[src/rtl/rs232_rcv.sv]
// 8N1 serial receiver with a small byte FIFO, polled over a two-register bus
// (addr 0 = pop data, addr 1 = status / sticky-flag clear).
module rs232_rcv #(
  parameter int CLK_FREQ = 50000000,
  parameter int BAUD     = 115200,
  parameter int DEPTH    = 4
) (
  input  logic        i_clk,
  input  logic        i_rst,
  input  logic        i_rxd,
  input  logic        i_stb,
  input  logic        i_we,
  input  logic        i_addr,
  input  logic [31:0] i_data_in,
  output logic [31:0] o_data_out,
  output logic        o_ack,
  output logic        o_irq
);

  localparam int BIT_CYC = CLK_FREQ / BAUD;
  localparam int CW      = $clog2(BIT_CYC);
  localparam int AW      = $clog2(DEPTH);
  localparam logic [CW-1:0] HALF_LD  = CW'(BIT_CYC / 2 - 1);
  localparam logic [CW-1:0] FULL_LD  = CW'(BIT_CYC - 1);
  localparam logic [AW:0]   FULL_CNT = (AW + 1)'(DEPTH);

  typedef enum logic [2:0] {S_IDLE, S_START, S_DATA, S_STOP, S_BRK} state_t;

  state_t            r_state;
  logic              r_sync1, r_rxs;
  logic [CW-1:0]     r_bcnt;
  logic [2:0]        r_bit;
  logic [7:0]        r_sh;
  logic [7:0]        r_mem [DEPTH];
  logic [AW-1:0]     r_wp, r_rp;
  logic [AW:0]       r_fcnt;
  logic              r_ovr, r_ferr, r_ack, r_irq;
  logic [31:0]       r_dout;

  logic              w_stop_smp, w_push, w_ferr_set;
  logic              w_empty, w_full, w_rd_d, w_rd_s, w_wr_s;
  logic              w_pop, w_push_ok, w_ovr_set;
  logic [AW:0]       w_fcnt_nxt;
  logic              w_unused_din;

  assign w_unused_din = ^{i_data_in[31:4], i_data_in[1:0]};

  // Two-flop synchronizer; idles high so reset never looks like a start bit.
  always_ff @(posedge i_clk) begin
    if (i_rst) begin
      r_sync1 <= 1'b1;
      r_rxs   <= 1'b1;
    end else begin
      r_sync1 <= i_rxd;
      r_rxs   <= r_sync1;
    end
  end

  always_ff @(posedge i_clk) begin
    if (i_rst) begin
      r_state <= S_IDLE;
      r_bcnt  <= '0;
      r_bit   <= '0;
      r_sh    <= '0;
    end else begin
      case (r_state)
        S_IDLE: begin
          if (!r_rxs) begin
            r_bcnt  <= HALF_LD;
            r_state <= S_START;
          end
        end
        S_START: begin
          if (r_bcnt == '0) begin
            if (!r_rxs) begin
              r_bcnt  <= FULL_LD;
              r_bit   <= '0;
              r_state <= S_DATA;
            end else begin
              r_state <= S_IDLE;
            end
          end else begin
            r_bcnt <= r_bcnt - 1'b1;
          end
        end
        S_DATA: begin
          if (r_bcnt == '0) begin
            r_sh   <= {r_rxs, r_sh[7:1]};
            r_bcnt <= FULL_LD;
            if (r_bit == 3'd7) r_state <= S_STOP;
            else               r_bit   <= r_bit + 1'b1;
          end else begin
            r_bcnt <= r_bcnt - 1'b1;
          end
        end
        S_STOP: begin
          if (r_bcnt == '0) r_state <= r_rxs ? S_IDLE : S_BRK;
          else              r_bcnt  <= r_bcnt - 1'b1;
        end
        S_BRK: begin
          // Hold off until the line returns high so a long break is one error.
          if (r_rxs) r_state <= S_IDLE;
        end
        default: r_state <= S_IDLE;
      endcase
    end
  end

  assign w_stop_smp = (r_state == S_STOP) && (r_bcnt == '0);
  assign w_push     = w_stop_smp &  r_rxs;
  assign w_ferr_set = w_stop_smp & ~r_rxs;

  assign w_empty   = (r_fcnt == '0);
  assign w_full    = (r_fcnt == FULL_CNT);
  assign w_rd_d    = i_stb & ~i_we & ~i_addr;
  assign w_rd_s    = i_stb & ~i_we &  i_addr;
  assign w_wr_s    = i_stb &  i_we &  i_addr;
  assign w_pop     = w_rd_d & ~w_empty;
  // A pop in the same cycle frees the slot a full-FIFO push needs.
  assign w_push_ok = w_push & (~w_full | w_pop);
  assign w_ovr_set = w_push & w_full & ~w_pop;

  always_comb begin
    w_fcnt_nxt = r_fcnt;
    case ({w_push_ok, w_pop})
      2'b10:   w_fcnt_nxt = r_fcnt + 1'b1;
      2'b01:   w_fcnt_nxt = r_fcnt - 1'b1;
      default: w_fcnt_nxt = r_fcnt;
    endcase
  end

  always_ff @(posedge i_clk) begin
    if (w_push_ok) r_mem[r_wp] <= r_sh;
  end

  always_ff @(posedge i_clk) begin
    if (i_rst) begin
      r_wp   <= '0;
      r_rp   <= '0;
      r_fcnt <= '0;
      r_ovr  <= 1'b0;
      r_ferr <= 1'b0;
      r_irq  <= 1'b0;
      r_ack  <= 1'b0;
      r_dout <= '0;
    end else begin
      if (w_push_ok) r_wp <= r_wp + 1'b1;
      if (w_pop)     r_rp <= r_rp + 1'b1;
      r_fcnt <= w_fcnt_nxt;
      r_irq  <= (w_fcnt_nxt != '0);
      // Sticky flags: a set in the same cycle as a clear wins.
      r_ovr  <= w_ovr_set  | (r_ovr  & ~(w_wr_s & i_data_in[2]));
      r_ferr <= w_ferr_set | (r_ferr & ~(w_wr_s & i_data_in[3]));
      r_ack  <= i_stb;
      if (w_rd_d) r_dout <= w_empty ? 32'd0 : {24'd0, r_mem[r_rp]};
      if (w_rd_s) r_dout <= {28'd0, r_ferr, r_ovr, w_full, ~w_empty};
    end
  end

  assign o_data_out = r_dout;
  assign o_ack      = r_ack;
  assign o_irq      = r_irq;

endmodule
[config.mk]
export PLATFORM = sky130hd
export DESIGN_NAME = rs232_rcv
export DESIGN_NICKNAME = d
export VERILOG_FILES = /design/src/rtl/rs232_rcv.sv
export SDC_FILE = /design/constraint.sdc
export NUM_CORES = 1
export LEC_CHECK = 0
export CAP_MARGIN = 10
export CELL_PAD_IN_SITES_DETAIL_PLACEMENT = 0
export CELL_PAD_IN_SITES_GLOBAL_PLACEMENT = 1
export CORE_ASPECT_RATIO = 0.75
export CORE_MARGIN = 2
export CORE_UTILIZATION = 43
export DETAILED_ROUTE_END_ITERATION = 10
export GPL_TIMING_DRIVEN = 0
export PLACE_DENSITY_LB_ADDON = 0.3
export SYNTH_ARGS = -nofsm -noshare
export SYNTH_HDL_FRONTEND = slang
export SYNTH_SLANG_ARGS = --single-unit
[constraint.sdc]
create_clock -name i_clk -period 7.35 [get_ports i_clk]
set_input_delay 1.47 -clock i_clk [delete_from_list [all_inputs] [get_ports i_clk]]
set_output_delay 1.47 -clock i_clk [all_outputs]
set_load 0.02 [all_outputs]
==> run summary, run 1 <==
For the final design utilization, the log shows 0.5184. Across the run, the number of max-cap violations was 0. Summed over all failing endpoints, the final setup total negative slack is 0 ns. The worst register-to-register path begins at r_bcnt[3]. The wire length reported by the detailed router was 7095 microns.

The number of instances on the worst hold path came out at 1. The mean instance size in the synthesized netlist works out to 11.01 sq um. The flow ran to the end, and the final reports show no timing, DRC or antenna violations. The worst register-to-register path has a depth of 8.

The share of Yosys cell area claimed by the top area cell type is 0.2660. Ranked by total cell area, the synthesized netlist is headed by edfxtp_1, dfxtp_1, buf_4. The post-detailed-route count of antenna-violating nets is 0. The most used flip-flop cell after synthesis was dfxtp_1. Setup violations remaining at the end of the flow were counted as 0. In this run the most critical hold path is launched from r_sync1.

The most common cell after layout, fill and taps aside was dfxtp_1. Dividing total power by cell area gives a power density of 205.7 nW/um^2. The logs give 0 for the buffers inserted during post-CTS setup optimization and 0 for the max-slew violation total from the final report. For hold timing, the worst endpoint is r_rxs.

For this run, the post-layout net count is 424. The total number of placement rows came out at 28. Buffers placed on the I/O ports in this run total 15. The post-route minimum period is 3.883 ns, and the transition time at the pin with the least slew margin is 0.7027 ns.

IR analysis of the VDD net gives a maximum drop of 0.1211 mV. The logs give 0.1672 for the overall global routing resource usage and 0 for the initial antenna violation count. The H-tree depth reported by CTS is 3, and the arrival time reported for the critical path endpoint is 4.13 ns. The overflow left after global routing is 0. In the layout the commonest cells are dfxtp_1, edfxtp_1, nor2_1.

The number of global-route vias before repair came out at 2312. The maximum number of pins on one net before global-route repair was 16; the antenna diode count was 0. Number of placed I/O pins: 72. The core region is 8023 sq um.

The tightest min-delay check is of the flip-flop to flip-flop type. At the worst endpoint, the required time is 7.59 ns. The clock tree root buffer cell is clkbuf_8. The worst max-slew margin expressed relative to the limit is 0.5298. For the combined area of all synthesized cells, the log shows 3612 sq um.

Setup repair after global routing left no endpoint under its margin. The worst hold slack is 0.4158 ns. The final-report hold violation count was 0; the violation count after the first detailed-route iteration was 131. The run gives 0.4502 as the starting density of the core. The count of hold-fix buffers inserted at cts is 0, and the final clock skew is 0.01166 ns.

The worst setup path is of the input port to flip-flop kind. Derived from the worst setup path, the maximum achievable clock frequency is 0.2576 GHz. For the post-CTS resize count, the log shows 0. The number of sinks handled by clock tree synthesis came out at 78. The synthesized design contains 78 register bits.

The number of enable flip-flop cells after synthesis was 32; the latest clock arrival within the worst-skew pair was 0.35 ns. The count of mapped cells out of synthesis was 328. The worst register-to-register path ends at o_irq. After clock tree synthesis, the clock-pin slew on the worst setup and hold paths is 0.08 ns. TritonCTS built the clock tree. The highest fanout seen on the critical path was 9; the total instance count after detailed placement was 471.

The post-route non-filler standard cell count came out at 487. The area growth from synthesis to layout is 15.14%. The number of clock buffers added by TritonCTS is 9. After detailed routing, the number of remaining DRC violations is 0. For the count of yosys warnings during synthesis, the log shows 0. The tools report the type of destination of the critical path as a flip-flop. The tools report the via count of the routed design as 2550. No sink is reached through more buffers than the 2 on the longest clock path. The async set or reset register ratio after synthesis was 0; the overall power consumption was 855.6 uW.

The run gives 55 as the number of distinct library cells after synthesis. The global-route wire length before repair is 11740 microns, and the via density per instance is 5.236. The logs give 5 for the detailed-routing iteration count for the pre-antenna-repair pass and 0.5210 for the share of the yosys chip area belonging to registers.

Startpoint kind of the worst setup timing path: an input port. The die covers 9157 sq um. The die height was 83.38 microns; the routability congestion estimate was 0.8516. The proportion of layout cells with a drive suffix above 1 was 0.1597. The tools report the filler cell count as 744. Across all register-to-register paths, the minimum setup slack is 4.12 ns.

Of all cell types, the one taking the most synthesized area is edfxtp_1. Detailed placement ended at an HPWL of 5206 microns. The fraction of the cycle the final worst path needs came out at 0.5283.

The run gives 0.001583 uW as the standby leakage power. The width of the chip is 109.8 microns, and the mean routed wirelength per cell is 14.57 microns.
worst max path at each step:
stage               startpoint  endpoint  slack, ns  depth (start not counted)
floorplan               i_addr     o_irq       3.84                          9
global placement         i_stb     o_irq       3.09                          7
detailed placement       i_stb     o_irq       3.08                          7
CTS                      i_stb     o_irq       3.45                          7
global route             i_stb     o_irq       3.28                          7
finish                   i_stb     o_irq       3.47                          7
layout make-up:
class                      count  area (sq um)  share of cell area
tap                          105         131.4             0.03159
clock inverter                 7         55.05             0.01324
inverter                       9         33.78            0.008123
sequential                    78          1882              0.4525
clock buffer                   9         123.9             0.02978
timing repair buffer          15         150.1             0.03610
buffer                        40         241.5             0.05806
multi-input combinational    224          1541              0.3706
cell usage after synthesis (6+ instances only):
cell type,number
o21ai_0,6
a31oi_1,6
a21oi_1,15
nor3_1,7
nor2_1,30
mux4_2,8
nand2_1,23
clkbuf_1,14
dfxtp_1,46
inv_1,9
ha_1,8
mux2i_1,13
buf_4,24
edfxtp_1,32
sequential cells by signal (all words and copies together) (netlist names), named ones only:
| name | flops |
|---|---|
| r_mem | 32 |
| r_bcnt | 9 |
| r_rp | 2 |
| r_sync1 | 1 |
| r_bit | 3 |
| o_data_out | 8 |
| r_ferr | 1 |
| r_wp | 2 |
| r_ovr | 1 |
| o_irq | 1 |
| o_ack | 1 |
| r_state | 3 |
| r_sh | 8 |
| r_rxs | 1 |
| r_fcnt | 3 |
critical path, cell delays in order:
cell and delay (ns):
clkdlybuf4s50_1 0.57, or3b_1 0.37, clkbuf_1 0.17, nor2_1 0.58, mux2i_1 0.31, or3b_1 0.42
a31o_1 0.23
metrics by stage:
step	area [sq um]	worst slack (ns)
2_1_floorplan	3699	3.840
3_3_place_gp	3980	3.094
3_5_place_dp	3980	3.082
4_1_cts	4159	3.451
5_1_grt	4159	3.283
6_report	4159	3.467
power breakdown:
group / leakage (uW) / internal (uW) / switching (uW)
clock: 0.0000866 / 126 / 162
sequential: 0.000669 / 453 / 7.52
combinational: 0.000828 / 39.2 / 68.0
cells by family (layout without fill, tap and decap cells):
family | count (synthesis) | after routing | share of synthesized area
and+or+nand+nor | 102 | 102 | 0.1469
DFF | 78 | 78 | 0.5210
AOI/OAI and AO/OA | 62 | 62 | 0.1205
buffers and inverters | 49 | 80 | 0.07620
muxes | 22 | 22 | 0.08902
adders and majority gates | 9 | 9 | 0.03325
xor gates and xnor gates | 5 | 5 | 0.01213
other | 1 | 24 | 0.001038
per-layer routing:
metal / track usage / wire [microns] / vias to the layer above
li1: - / - / 1267
met2: 0.2393 / 3036 / 70
met4: 0.05178 / 68 / 0
met5: 0 / 0 / -
met1: 0.2464 / 3586 / 1209
met3: 0.04239 / 404 / 4
Note: power is estimated with default switching activity, not from simulation.
==> run 2, diff against run 1 <==
--- a/config.mk
+++ b/config.mk
@@ -10,7 +10,7 @@
 export CELL_PAD_IN_SITES_GLOBAL_PLACEMENT = 1
 export CORE_ASPECT_RATIO = 0.75
 export CORE_MARGIN = 2
-export CORE_UTILIZATION = 43
+export CORE_UTILIZATION = 40
 export DETAILED_ROUTE_END_ITERATION = 10
 export GPL_TIMING_DRIVEN = 0
 export PLACE_DENSITY_LB_ADDON = 0.3
==> constraint.sdc (replaced) <==
create_clock -name i_clk -period 3.8 [get_ports i_clk]
set_input_delay 0.76 -clock i_clk [delete_from_list [all_inputs] [get_ports i_clk]]
set_output_delay 0.76 -clock i_clk [all_outputs]
set_load 0.02 [all_outputs]
==> run summary, run 2 (synthesis results as in run 1) <==
The global-route wire length before repair came out at 11930 microns (+1.7%). The setup total negative slack was 0 ns (unchanged); the final clock skew was 0.006052 ns (-0.005606 ns). The met2 routing resource usage after global routing was 0.2226 (-0.01662).

The transition time at the pin with the least slew margin is 0.6845 ns (-0.01813 ns). The most common cell after layout, fill and taps aside was dfxtp_1. The endpoint identified for the worst register-to-register timing path is o_irq.

The logic depth of the worst register-to-register path works out to 8 (unchanged). After global routing, the most crowded layer is met1. The number of placed I/O pins is 72 (unchanged), and the number of clock buffers inserted by TritonCTS is 9 (unchanged).

The power share of the sequential group is 0.443 (-0.095). The run gives 2 (unchanged) as the maximum clock insertion buffer count. The max-slew violation total from the final report is 0 (unchanged). The standby leakage power came out at 0.001647 uW (+4.0%). The latest clock arrival within the worst-skew pair is 0.33 ns (-0.02 ns). The tree is rooted in a clkbuf_16. The fraction of the cycle the final worst path needs was 0.8321.

The count of hold-fix buffers inserted at cts was 0 (unchanged). The fmax came out at 0.3162 GHz. The number of port buffers is 15 (unchanged). The tools report the part of the total power dissipated in combinational logic as 0.104 (-0.021). TritonCTS built the clock tree. The wire length reported by the detailed router is 7223 microns (+1.8%), and the proportion of layout cells with a drive suffix above 1 is 0.1571 (-0.002618). The detailed-routing iteration count for the pre-antenna-repair pass came out at 4 (-1).

The starting density of the core came out at 0.4200 (-0.03020). The routing usage on met3 is 0.05105 (+0.008663), and the data required time at the worst endpoint is 4.02 ns (-3.57 ns). The stage delay of the slowest cell on the critical path works out to 0.57 ns (about the same).

The die height came out at 86.30 microns (+3.5%). The most critical setup path has its endpoint at o_irq. For the total half-perimeter wirelength after legalization and detailed placement, the log shows 5138 microns (-1.3%).

The worst hold path class is flip-flop to flip-flop. The post-detailed-route DRC marker count came out at 0 (unchanged). The run finished with clean final reports.

Clock network fraction of total power: 0.453 (+0.116). The number of global-route vias before repair is 2317 (+0.22%). Counting flops per register, the top entry is r_mem. The total number of placement rows was 29 (+3.6%); the post-CTS clock slew at the launch and capture registers of the worst setup and hold paths was 0.06 ns (-0.02 ns).

The via density per instance came out at 5.157 (-1.5%). The buffers inserted during post-CTS setup optimization was 0 (unchanged). The tools report the maximum number of pins on one net before global-route repair as 15 (-1). The run gives 204 (+56%) as the violation count after the first detailed-route iteration.

The largest registers in the layout are r_mem x32, r_bcnt x9. The cell area power density was 467.1 nW/um^2 (+130%); the final layout net count was 424 (unchanged). The run gives 0 (unchanged) as the overflow left after global routing.

The layout-stage area growth over the synthesis result works out to 19.19%. Worst-path cell with the longest stage delay: clkdlybuf4s50_1. Setup repair after global routing left no endpoint under its margin. The critical path goes through clkdlybuf4s50_1, or3b_1, clkbuf_1, nor2_1, mux2i_1, or3b_1, a31o_1. The final-report hold violation count was 0 (unchanged); the mean routed wirelength per cell was 14.74 microns (+1.2%). The type of destination of the critical path is a flip-flop. For the total die area, the log shows 9815 sq um (+7.2%).

Number of setup violations in the final report: 0 (unchanged). The H-tree depth reported by CTS is 3 (unchanged). Counting stages on the worst path, the most repeated cell is or3b_1. Worst max-slew margin expressed relative to the limit: 0.5419 (+0.01213). The tools report the net switching power of the design as 481.5 uW (+100%). The highest fanout seen on the critical path came out at 9 (unchanged). The logs give 78 (unchanged) for the number of sinks handled by clock tree synthesis and 0.8887 (+4.4%) for the routability congestion estimate. The net switching fraction of the power was 0.2394 (-0.03873); the arrival time reported for the critical path endpoint was 3.38 ns (-0.75 ns).

The area inside the core boundary was 8600 sq um (+7.2%). Leaving out fill and tap cells, the most frequent cells in the layout are dfxtp_1, edfxtp_1, nor2_1. The number of flip-flops under the largest register name was 32 (unchanged).

Launch point of the worst path: i_stb. The logs give 1530 uW (+150%) for the internal power consumption and 0 (unchanged) for the antenna diode count. The total of max-cap violations is 0 (unchanged). Startpoint kind of the worst setup timing path: an input port. The total cell area at the placement stage is 3984 sq um (about the same), and the initial antenna violation count is 0 (unchanged). The area of all placed cells without fillers was 4305 sq um (+3.5%). The clock period could shrink to 3.162 ns.

Width of the chip: 113.7 microns (+3.5%). The logs give 0 (unchanged) for the post-CTS resize count and 0.2380 (-0.008360) for the global-route track usage on met1. The filler cell count was 785 (+5.5%). The run gives 0.1586 (-0.008581) as the overall global routing resource usage. Maximum resistive drop on vdd: 0.2493 mV (+110%). The critical path is of the input port to flip-flop type. In this run the critical register-to-register path is launched from r_bcnt[3]. Via count of the routed design: 2527 (-0.90%).

For the post-detailed-route count of antenna-violating nets, the log shows 0 (unchanged). For the slack of the worst reg-to-reg path, the log shows 0.68 ns (-3.44 ns).
## run 2: changes by cell type in the layout (fill, tap and decap cells not counted)
cell       delta
bufinv_16     +2
clkbuf_16     +9
clkbuf_8      -9
clkinv_1      +1
clkinv_2      -1
clkinv_4      -1
inv_6         -1
## run 2: routing by layer
| layer | up-vias | wire (microns) |
|---|---|---|
| met5 | - | 0 |
| met4 | 0 | 50 |
| met3 | 5 | 436 |
| met2 | 70 | 2988 |
| met1 | 1186 | 3748 |
| li1 | 1266 | - |
## run 2: critical path, delay by kind of cell
| kind | cells | cell delay [ns] |
|---|---|---|
| mux | 1 | 0.30 |
| simple gates | 3 | 1.36 |
| buf+inv | 2 | 0.75 |
| compound gates | 1 | 0.22 |
## run 2: final cells by class
| cell class | instances | area [sq um] | share of cell area |
|---|---|---|---|
| tap | 108 | 135.1 | 0.03139 |
| timing repair buffer | 15 | 150.1 | 0.03487 |
| clock inverter | 7 | 96.34 | 0.02238 |
| clock buffer | 9 | 225.2 | 0.05231 |
| buffer | 40 | 241.5 | 0.05609 |
| inverter | 9 | 33.78 | 0.007847 |
| sequential | 78 | 1882 | 0.4371 |
| multi-input combinational | 224 | 1541 | 0.3580 |
## run 2: stage by stage
stage / util / total power, uW / setup slack (ns) / std cells / hold WS, ns
finish: 0.5007 / 2011 / 0.6378 / 490 / 0.4106
floorplan: - / 1065 / 0.9251 / 351 / 0.3895
CTS: 0.5007 / 2027 / 0.6494 / 490 / 0.4115
global placement: 0.4633 / 1112 / 0.3360 / 474 / 0.3957
global route: 0.5007 / 2093 / 0.5173 / 490 / 0.4284
detailed placement: 0.4633 / 1113 / 0.3051 / 474 / 0.3968
## run 2: power groups by stage
stage | logic [uW] | clock network (uW) | registers [uW]
finish | 209 | 911 | 892
global route | 229 | 971 | 893
CTS | 205 | 931 | 891
detailed placement | 204 | 0 | 909
global placement | 203 | 0 | 909
floorplan | 160 | 0 | 906
## run 2: worst min path at each step
stage                  to    start  slack (ns)  cells after the start
floorplan           r_rxs  r_sync1        0.39                      1
global placement    r_rxs  r_sync1        0.40                      1
detailed placement  r_rxs  r_sync1        0.40                      1
CTS                 r_rxs  r_sync1        0.41                      1
global route        r_rxs  r_sync1        0.43                      1
finish              r_rxs  r_sync1        0.41                      1
